**config.mk**
```make
export PLATFORM = sky130hd
export DESIGN_NAME = instr_fetch_flat
export DESIGN_NICKNAME = d
export VERILOG_FILES = /design/src/rtl/cpu_pkg.sv /design/src/rtl/instr_fetch_if.sv /design/src/rtl/sync_fifo.sv /design/src/rtl/instr_fetch.sv /design/src/flat_wrapper.sv
export SDC_FILE = /design/constraint.sdc
export NUM_CORES = 1
export LEC_CHECK = 0
export BUFFER_PORTS_ARGS = -buffer_cell sky130_fd_sc_hd__buf_2
export CAP_MARGIN = 5
export CELL_PAD_IN_SITES_DETAIL_PLACEMENT = 0
export CELL_PAD_IN_SITES_GLOBAL_PLACEMENT = 1
export CORE_ASPECT_RATIO = 0.8
export CORE_MARGIN = 2
export CORE_UTILIZATION = 50
export DETAILED_ROUTE_END_ITERATION = 8
export GPL_ROUTABILITY_DRIVEN = 1
export PLACE_DENSITY_LB_ADDON = 0.2
export RECOVER_POWER = 25
export SLEW_MARGIN = 5
export SYNTH_ARGS = -nofsm -noshare
export SYNTH_HDL_FRONTEND = slang
export SYNTH_SLANG_ARGS = --single-unit
```
**constraint.sdc**
```tcl
create_clock -name clk -period 5.3 [get_ports clk]
set_clock_uncertainty 0.2 [all_clocks]
set_input_delay 1.59 -clock clk [delete_from_list [all_inputs] [get_ports clk]]
set_output_delay 1.59 -clock clk [all_outputs]
set_load 0.05 [all_outputs]
```
**src/rtl/cpu_pkg.sv**
```systemverilog
// Shared fetch-stage types and defaults.
package cpu_pkg;

    localparam int          ADDR_W_DEF   = 32;
    localparam logic [31:0] RESET_PC_DEF = 32'h0000_0000;

    typedef struct packed {
        logic [ADDR_W_DEF-1:0] pc;
        logic [31:0]           instr;
    } fetch_entry_t;

endpackage

```
**src/rtl/instr_fetch_if.sv**
```systemverilog
// Fetch-stage bus bundle: instruction-memory request/response plus the decode-facing port.
interface instr_fetch_if
    import cpu_pkg::*;
#(
    parameter int ADDR_W = ADDR_W_DEF
);
    logic              imem_req_valid;
    logic              imem_req_ready;
    logic [ADDR_W-1:0] imem_req_addr;
    logic              imem_rsp_valid;
    logic [31:0]       imem_rsp_data;
    logic              out_valid;
    logic              out_ready;
    logic [ADDR_W-1:0] out_pc;
    logic [31:0]       out_instr;

    modport master (
        output imem_req_valid, imem_req_addr, out_valid, out_pc, out_instr,
        input  imem_req_ready, imem_rsp_valid, imem_rsp_data, out_ready
    );

    modport slave (
        input  imem_req_valid, imem_req_addr, out_valid, out_pc, out_instr,
        output imem_req_ready, imem_rsp_valid, imem_rsp_data, out_ready
    );
endinterface

```
**src/rtl/sync_fifo.sv**
```systemverilog
// Synchronous FIFO with flush; head is visible combinationally on pop_data.
module sync_fifo #(
    parameter int WIDTH = 32,
    parameter int DEPTH = 4
) (
    input  logic                       clk,
    input  logic                       rst_n,
    input  logic                       push,
    input  logic [WIDTH-1:0]           push_data,
    input  logic                       pop,
    input  logic                       flush,
    output logic [WIDTH-1:0]           pop_data,
    output logic                       full,
    output logic                       empty,
    output logic [$clog2(DEPTH+1)-1:0] count
);
    localparam int AW = $clog2(DEPTH);
    localparam int CW = $clog2(DEPTH + 1);

    logic [WIDTH-1:0] mem [DEPTH];
    logic [AW-1:0]    wr_ptr;
    logic [AW-1:0]    rd_ptr;
    logic             pop_fire;
    logic             push_fire;

    assign empty     = (count == '0);
    assign full      = (count == CW'(DEPTH));
    assign pop_fire  = pop && !empty;
    // a full FIFO still accepts a push when the head leaves in the same cycle
    assign push_fire = push && (!full || pop_fire);
    assign pop_data  = mem[rd_ptr];

    always_ff @(posedge clk) begin
        if (!rst_n) begin
            wr_ptr <= '0;
            rd_ptr <= '0;
            count  <= '0;
        end else if (flush) begin
            wr_ptr <= '0;
            rd_ptr <= '0;
            count  <= '0;
        end else begin
            if (push_fire) wr_ptr <= wr_ptr + AW'(1);
            if (pop_fire)  rd_ptr <= rd_ptr + AW'(1);
            if (push_fire && !pop_fire)      count <= count + CW'(1);
            else if (pop_fire && !push_fire) count <= count - CW'(1);
        end
    end

    always_ff @(posedge clk) begin
        if (rst_n && !flush && push_fire) mem[wr_ptr] <= push_data;
    end

    assert property (@(posedge clk) disable iff (!rst_n) !(push && full && !pop && !flush));

endmodule

```
**src/rtl/instr_fetch.sv**
```systemverilog
// Fetch stage: credit-limited sequential PC issue, in-order response buffering, redirect flush.
module instr_fetch
    import cpu_pkg::*;
#(
    parameter int                ADDR_W     = ADDR_W_DEF,
    parameter logic [ADDR_W-1:0] RESET_PC   = ADDR_W'(RESET_PC_DEF),
    parameter int                FIFO_DEPTH = 4
) (
    input  logic              clk,
    input  logic              rst_n,
    input  logic              redirect_valid,
    input  logic [ADDR_W-1:0] redirect_pc,
    input  logic              halt,
    instr_fetch_if.master     bus
);
    localparam int CW = $clog2(FIFO_DEPTH + 1);
    localparam int EW = ADDR_W + 32;

    logic [ADDR_W-1:0] fetch_pc;
    logic [CW-1:0]     outstanding;
    logic [CW-1:0]     discard;
    logic [CW-1:0]     buf_count;
    logic [CW-1:0]     pcq_count;
    logic              buf_full;
    logic              buf_empty;
    logic              pcq_full;
    logic              pcq_empty;
    logic [EW-1:0]     buf_head;
    logic [ADDR_W-1:0] rsp_pc;
    logic [CW:0]       credits_used;
    logic              req_fire;
    logic              rsp_fire;
    logic              keep_rsp;
    logic              out_fire;
    logic              show;
    logic [1:0]        unused_redirect_lo;

    assign unused_redirect_lo = redirect_pc[1:0];

    // buffered plus in-flight never exceeds the buffer, so every response has a slot
    assign credits_used       = {1'b0, buf_count} + {1'b0, outstanding};
    assign bus.imem_req_valid = rst_n && !halt && !redirect_valid &&
                                (credits_used < (CW+1)'(FIFO_DEPTH));
    assign bus.imem_req_addr  = fetch_pc;

    assign req_fire = bus.imem_req_valid && bus.imem_req_ready;
    assign rsp_fire = rst_n && bus.imem_rsp_valid;
    assign keep_rsp = rsp_fire && (discard == '0);
    assign show     = rst_n && !buf_empty;
    assign out_fire = show && bus.out_ready;

    assign bus.out_valid = show;
    assign bus.out_pc    = show ? buf_head[EW-1:32] : '0;
    assign bus.out_instr = show ? buf_head[31:0]    : '0;

    sync_fifo #(.WIDTH(ADDR_W), .DEPTH(FIFO_DEPTH)) u_pc_queue (
        .clk       (clk),
        .rst_n     (rst_n),
        .push      (req_fire),
        .push_data (fetch_pc),
        .pop       (rsp_fire),
        .flush     (1'b0),
        .pop_data  (rsp_pc),
        .full      (pcq_full),
        .empty     (pcq_empty),
        .count     (pcq_count)
    );

    sync_fifo #(.WIDTH(EW), .DEPTH(FIFO_DEPTH)) u_prefetch (
        .clk       (clk),
        .rst_n     (rst_n),
        .push      (keep_rsp),
        .push_data ({rsp_pc, bus.imem_rsp_data}),
        .pop       (out_fire),
        .flush     (redirect_valid),
        .pop_data  (buf_head),
        .full      (buf_full),
        .empty     (buf_empty),
        .count     (buf_count)
    );

    always_ff @(posedge clk) begin
        if (!rst_n) begin
            fetch_pc    <= RESET_PC;
            outstanding <= '0;
            discard     <= '0;
        end else begin
            if (redirect_valid)  fetch_pc <= {redirect_pc[ADDR_W-1:2], 2'b00};
            else if (req_fire)   fetch_pc <= fetch_pc + ADDR_W'(4);

            if (req_fire && !rsp_fire)      outstanding <= outstanding + CW'(1);
            else if (rsp_fire && !req_fire) outstanding <= outstanding - CW'(1);

            // after a redirect everything still in flight is stale
            if (redirect_valid)             discard <= outstanding - CW'(rsp_fire);
            else if (rsp_fire && !keep_rsp) discard <= discard - CW'(1);
        end
    end

    assert property (@(posedge clk) disable iff (!rst_n) rsp_fire |-> !pcq_empty);
    assert property (@(posedge clk) disable iff (!rst_n) req_fire |-> !pcq_full);
    assert property (@(posedge clk) disable iff (!rst_n) pcq_count == outstanding);
    assert property (@(posedge clk) disable iff (!rst_n)
                     (keep_rsp && !redirect_valid) |-> (!buf_full || out_fire));

endmodule

```
**src/flat_wrapper.sv**
```systemverilog
// flat-port wrapper written by rule: the top's interface ports become plain ports
module instr_fetch_flat import cpu_pkg::*;
#(
    parameter int                ADDR_W     = ADDR_W_DEF,
    parameter logic [ADDR_W-1:0] RESET_PC   = ADDR_W'(RESET_PC_DEF),
    parameter int                FIFO_DEPTH = 4
)
  (clk, rst_n, redirect_valid, redirect_pc, halt, bus_imem_req_valid, bus_imem_req_addr, bus_out_valid, bus_out_pc, bus_out_instr, bus_imem_req_ready, bus_imem_rsp_valid, bus_imem_rsp_data, bus_out_ready);
  instr_fetch_if #(.ADDR_W(ADDR_W)) bus_i ();
  input  logic clk;
  input  logic rst_n;
  input  logic redirect_valid;
  input  logic [ADDR_W-1:0] redirect_pc;
  input  logic halt;
  output wire logic [$bits(bus_i.imem_req_valid)-1:0] bus_imem_req_valid;
  output wire logic [$bits(bus_i.imem_req_addr)-1:0] bus_imem_req_addr;
  output wire logic [$bits(bus_i.out_valid)-1:0] bus_out_valid;
  output wire logic [$bits(bus_i.out_pc)-1:0] bus_out_pc;
  output wire logic [$bits(bus_i.out_instr)-1:0] bus_out_instr;
  input wire logic [$bits(bus_i.imem_req_ready)-1:0] bus_imem_req_ready;
  input wire logic [$bits(bus_i.imem_rsp_valid)-1:0] bus_imem_rsp_valid;
  input wire logic [$bits(bus_i.imem_rsp_data)-1:0] bus_imem_rsp_data;
  input wire logic [$bits(bus_i.out_ready)-1:0] bus_out_ready;
  assign bus_imem_req_valid = bus_i.imem_req_valid;
  assign bus_imem_req_addr = bus_i.imem_req_addr;
  assign bus_out_valid = bus_i.out_valid;
  assign bus_out_pc = bus_i.out_pc;
  assign bus_out_instr = bus_i.out_instr;
  assign bus_i.imem_req_ready = bus_imem_req_ready;
  assign bus_i.imem_rsp_valid = bus_imem_rsp_valid;
  assign bus_i.imem_rsp_data = bus_imem_rsp_data;
  assign bus_i.out_ready = bus_out_ready;
  instr_fetch #(.ADDR_W(ADDR_W), .RESET_PC(RESET_PC), .FIFO_DEPTH(FIFO_DEPTH)) u_core (.clk(clk), .rst_n(rst_n), .redirect_valid(redirect_valid), .redirect_pc(redirect_pc), .halt(halt), .bus(bus_i));
endmodule
```
# Word-level counts from Yosys, hierarchy flattened
# Memories as Yosys holds them, arrays and structs flattened. A register that Yosys moved wholly into a read port is not among the register bits.
# Cells that the tools add are included.
# totals
inputBits	71
n_memories	2
word_cells	96
mem_bits_rw	384
output_inout_bits	98
register_bits	52
# classes
n_eq_ne	2
bitwise	1
n_mux	20
n_lt_le_gt_ge	1
addsub	14
reduce_logical	46
# mem_list
memory	words	word_bits	read_ports	rd_clocked_by_memory_dff	wr	line	source
u_core.u_prefetch.mem	4	64	1	1	1	sync_fifo.sv:20	logic [WIDTH-1:0] mem [DEPTH];
u_core.u_pc_queue.mem	4	32	1	1	1	sync_fifo.sv:20	
# op_table
cell	n
32-bit 2-to-1 mux	4
32-bit by 3-bit adder with 32-bit output, second input constant	1
3-bit 2-to-1 mux	8
1-bit logical AND	22
1-bit logical NOT	13
3-bit by 1-bit subtractor with 3-bit output, second input constant	4
2-bit nonzero test	5
3-bit by 1-bit adder with 3-bit output, second input constant	3
3-bit logical NOT	3
2-bit by 1-bit adder with 2-bit output, second input constant	4
2-bit 2-to-1 mux	4
3-bit == test, second input constant	2
3-bit by 3-bit adder with 4-bit output	1
4-bit by 3-bit less-than comparator with 1-bit output, second input constant	1
1-bit 2-to-1 mux	4
3-bit by 1-bit subtractor with 3-bit output	1
1-bit logical OR	2
2-bit OR reduction	1
1-bit inverter	1

# Depth between registers and ports, before layout
# logic_depth
ltp_word	11
depth_mapped	13
ltp_nobuf	10

# Modules after synthesis
# A second synthesis with hierarchy kept.
# unflattened
cells_unflattened	958
area_unflattened_um2	17459.2
# modules_own_cells
mod	cells_per_inst	area_each_um2	n_inst
sync_fifo at u_core.u_prefetch	383	9679.3	1
sync_fifo at u_core.u_pc_queue	216	5083.6	1
instr_fetch	359	2696.3	1

# Least setup slack after synthesis
# No wires, ideal clock.
# synth_timing
path_kind	input -> output
startpoint	in rst_n
endpoint	out bus_out_pc[22]
stages	4
required_time_ps	3510
setup_slack_ps	520
t_arrival_ps	2990
path_buffers	1
path_cell_list	clkinv_1 -> nor2_1 -> clkbuf_1 -> and2_1
# synth_via
elab_chain_cells	2
# synth_rtl
item	line	source
start: declaration	flat_wrapper.sv:11	input logic rst_n;
1-bit logical AND	instr_fetch.sv:49	assign show = rst_n && !buf_empty;
net bus_out_valid	flat_wrapper.sv:17	output wire logic [$bits(bus_i.out_valid)-1:0] bus_out_valid;
32-bit 2-to-1 mux	instr_fetch.sv:53	assign bus.out_pc = show ? buf_head[EW-1:32] : '0;
end: declaration	flat_wrapper.sv:18	output wire logic [$bits(bus_i.out_pc)-1:0] bus_out_pc;
# The timed path passes the listed nets, and every way through them passes these cells.

# Worst setup path after layout
# layout_timing
startpoint	in rst_n
endpoint	out bus_out_pc[6]
# layout_via
elab_chain_cells	2
# layout_rtl
item	line
1-bit logical AND	instr_fetch.sv:49
32-bit 2-to-1 mux	instr_fetch.sv:53
# No other way between the ends.

==> reports/results.txt <==
Remaining DRCs -> 0
Nets -> 1211
Die Y-Extent -> 168 µm
GRT Residual Overflow -> 0
Fillcell total -> 2446
Half-perimeter wire length after placement -> 20.3 mm
Least-Margin Pin Slew -> 0.847 ns
Cell taking the most area after synthesis -> edfxtp_1
Crit path DAT -> 2.78 ns
Vias per std cell -> 5.63
Tcrit/Tclk final -> 0.862
Synth warnings -> 0
Wire per inst -> 21.4 µm
DR iter-0 viols -> 659
TritonCTS buffer count -> 41
Comb pwr share -> 0.063
Setup Viol. Count Final -> 0
Htree depth -> 2
Vias in the first global route -> 8977
Final cell count without fillers -> 1579
Initial Utilization -> 0.512
Crit start category -> input port
Number of diodes -> 0
Synth Flop Type -> edfxtp_1
Worst Hold Class -> reg -> reg
Setup Fix Bufs, Post-CTS -> 0
Commonest cells in the netlist -> 368 x edfxtp_1, 92 x mux4_2, 72 x and2_1
Worst skew pair latency -> 0.54 ns
Pwr per Cell Area -> 366 mW/mm²
Fmax -> 219 MHz
TritonCTS clock tree -> done
Async set-reset flop share out of synthesis -> 0
Post-cts hold buffer count -> 0
Via Count -> 8883
Die ar. -> 0.0349 mm²
Synth Area per Inst -> 17.9 µm²
Post-synthesis cell count -> 936
Clk root buf -> clkbuf_16
Final min period -> 4.57 ns
Crit end category -> output port
Share of post-route cells with drive strength above 1 -> 0.286
Ranking of synthesized cells by area -> edfxtp_1 66%, mux4_2 12%, dfxtp_1 6.5%, and2_1 2.7%, ha_1 1.3%
Syn Std Cell Area -> 0.0167 mm²
Clk slew on worst S/H paths -> 0.06 ns
Placed cell count -> 1503
Bufs on Longest Clock Path -> 3
Leak pwr -> 0.00663 µW
Final GP Congestion -> 0.765
Routed Antenna Nets -> 0
RSZ-0062 raised after global routing -> no
Die W -> 209 µm
Switching share of power -> 0.217
Post-synthesis sequential area ratio -> 0.725
Maximum number of pins on one net before global-route repair -> 66
Fin. Hold Viols -> 0
Overall routing resource usage -> 0.196
Status -> finished, final reports clean
Most common cell in the netlist -> edfxtp_1
Drt total wl -> 33.9 mm
Sink Count -> 422
Sequential Power Share -> 0.520
Synth-to-Final Area Change -> 16.9%
Setup TNS -> 0 ns
Core Rows -> 59
Core Region -> 0.0327 mm²
Post-synth EDFFs -> 368
VDD IR max -> 0.193 mV
Sw power -> 1560 µW
CP required -> 3.51 ns
Clock Power Share -> 0.418
Io pins -> 169
Internal -> 5600 µW
First-pass GRT wire length -> 52.2 mm
Post_cts resized -> 0
# Max-Cap Violations -> 0
Max transition margin -> 0.435
Post-synth cell types -> 50
DRT Pass-1 Iters -> 5
Initial antenna violation count -> 0
Seq cells post-synth -> 422
Slew Viols, Final -> 0
PortBufs -> 162
Worst setup path class -> in -> out
Critical-path maximum fanout -> 65
Post-synth top area share -> 0.661
-- worst max-delay path, cell delays in order --
cell and delay [ns]:
buf_2 0.12, clkinv_1 0.12, nor2_4 0.14, buf_12 0.25
and2_1 0.22, buf_2 0.27
-- registers in the layout, indices dropped and copies added (netlist names), named ones only --
register,count
u_core.u_pc_queue.mem,120
u_core.outstanding,3
u_core.bus.imem_req_addr,30
u_core.discard,3
u_core.u_prefetch.mem,248
u_core.u_pc_queue.rd_ptr,2
u_core.u_prefetch.wr_ptr,2
u_core.u_prefetch.count,3
u_core.u_prefetch.rd_ptr,2
u_core.u_pc_queue.wr_ptr,2
u_core.u_pc_queue.count,3
-- area by class of cell --
class	count	area (µm²)	area share
sequential	422	12100	0.621
inverter	21	78.8	0.00403
multi-input combinational	446	4340	0.222
clock inverter	26	287	0.0146
tap	427	534	0.0273
timing repair buffer	187	1070	0.0549
clock buffer	50	1110	0.0569
-- worst paths after layout --
kind	start	to	slack, ns	depth (start not counted)
min reg2reg	u_core.u_pc_queue.rd_ptr[1]	register	0.29	2
min	u_core.u_pc_queue.rd_ptr[1]	register	0.29	2
max reg2reg	u_core.u_prefetch.count[2]	u_core.outstanding[2]	2.01	10
max	rst_n	bus_out_pc[6]	0.73	6
-- power by group through the flow --
stage	combinational [µW]	sequential, µW	clock [µW]
finish	447	3720	2990
global route	485	3730	3190
CTS	457	3720	3060
detailed placement	456	3790	0
global placement	449	3790	0
floorplan	276	3810	0
-- placed cells by master, fill, tap and decap left out, types with 4 or more instances in the layout --
cell	Yosys	layout
a31oi_1	7	7
clkbuf_1	34	34
or4_1	4	4
nor4_1	4	4
nand3_1	20	20
nor2_1	37	36
xnor2_1	6	6
mux2i_1	6	6
mux4_2	92	92
buf_4	4	15
nor3_1	16	16
mux2_2	4	4
and3_2	0	4
edfxtp_1	368	368
inv_1	19	19
a22oi_1	4	4
clkinv_2	0	8
conb_1	1	4
and2_1	72	72
bufinv_16	0	6
dfxtp_1	54	50
nand2_1	32	32
o21ai_0	19	19
o31a_1	4	4
buf_2	3	135
nand4_1	9	9
xor2_1	8	8
a21oi_1	31	31
clkinv_1	2	9
or3_1	8	8
clkbuf_16	0	43
a211oi_1	5	5
buf_12	0	9
ha_1	18	18
-- kinds of logic (layout without fill, tap and decap cells) --
| kind of cell | count (synthesis) | count (layout) | share of synthesized area |
|---|---|---|---|
| flip-flops | 422 | 422 | 0.725 |
| AND/OR/NAND/NOR | 217 | 217 | 0.0699 |
| multiplexers | 102 | 102 | 0.130 |
| AO/OA/AOI/OAI | 88 | 88 | 0.0331 |
| buffers and inverters | 71 | 284 | 0.0171 |
| adder cells (fa/ha/maj) | 21 | 21 | 0.0171 |
| XOR/XNOR | 14 | 14 | 0.00733 |
| other | 1 | 4 | 0.000224 |
-- stage by stage --
stage	cell area, µm²	total power [µW]	util	hold slack [ns]	worst slack [ns]
finish	19600	7160	0.598	0.292	0.730
floorplan	16700	4090	-	0.259	0.520
detailed placement	18200	4250	0.556	0.286	0.706
global route	19600	7400	0.598	0.332	0.633
CTS	19600	7240	0.599	0.294	0.706
global placement	18200	4240	0.556	0.273	0.740
-- metal layers --
metal,global-route usage,up-vias,wire (µm)
met3,0.0386,35,1870
met2,0.314,241,15900
met4,0.0497,0,478
li1,-,4068,-
met1,0.280,4539,15600
met5,0,-,0
Note: power is estimated with default switching activity, not from simulation.
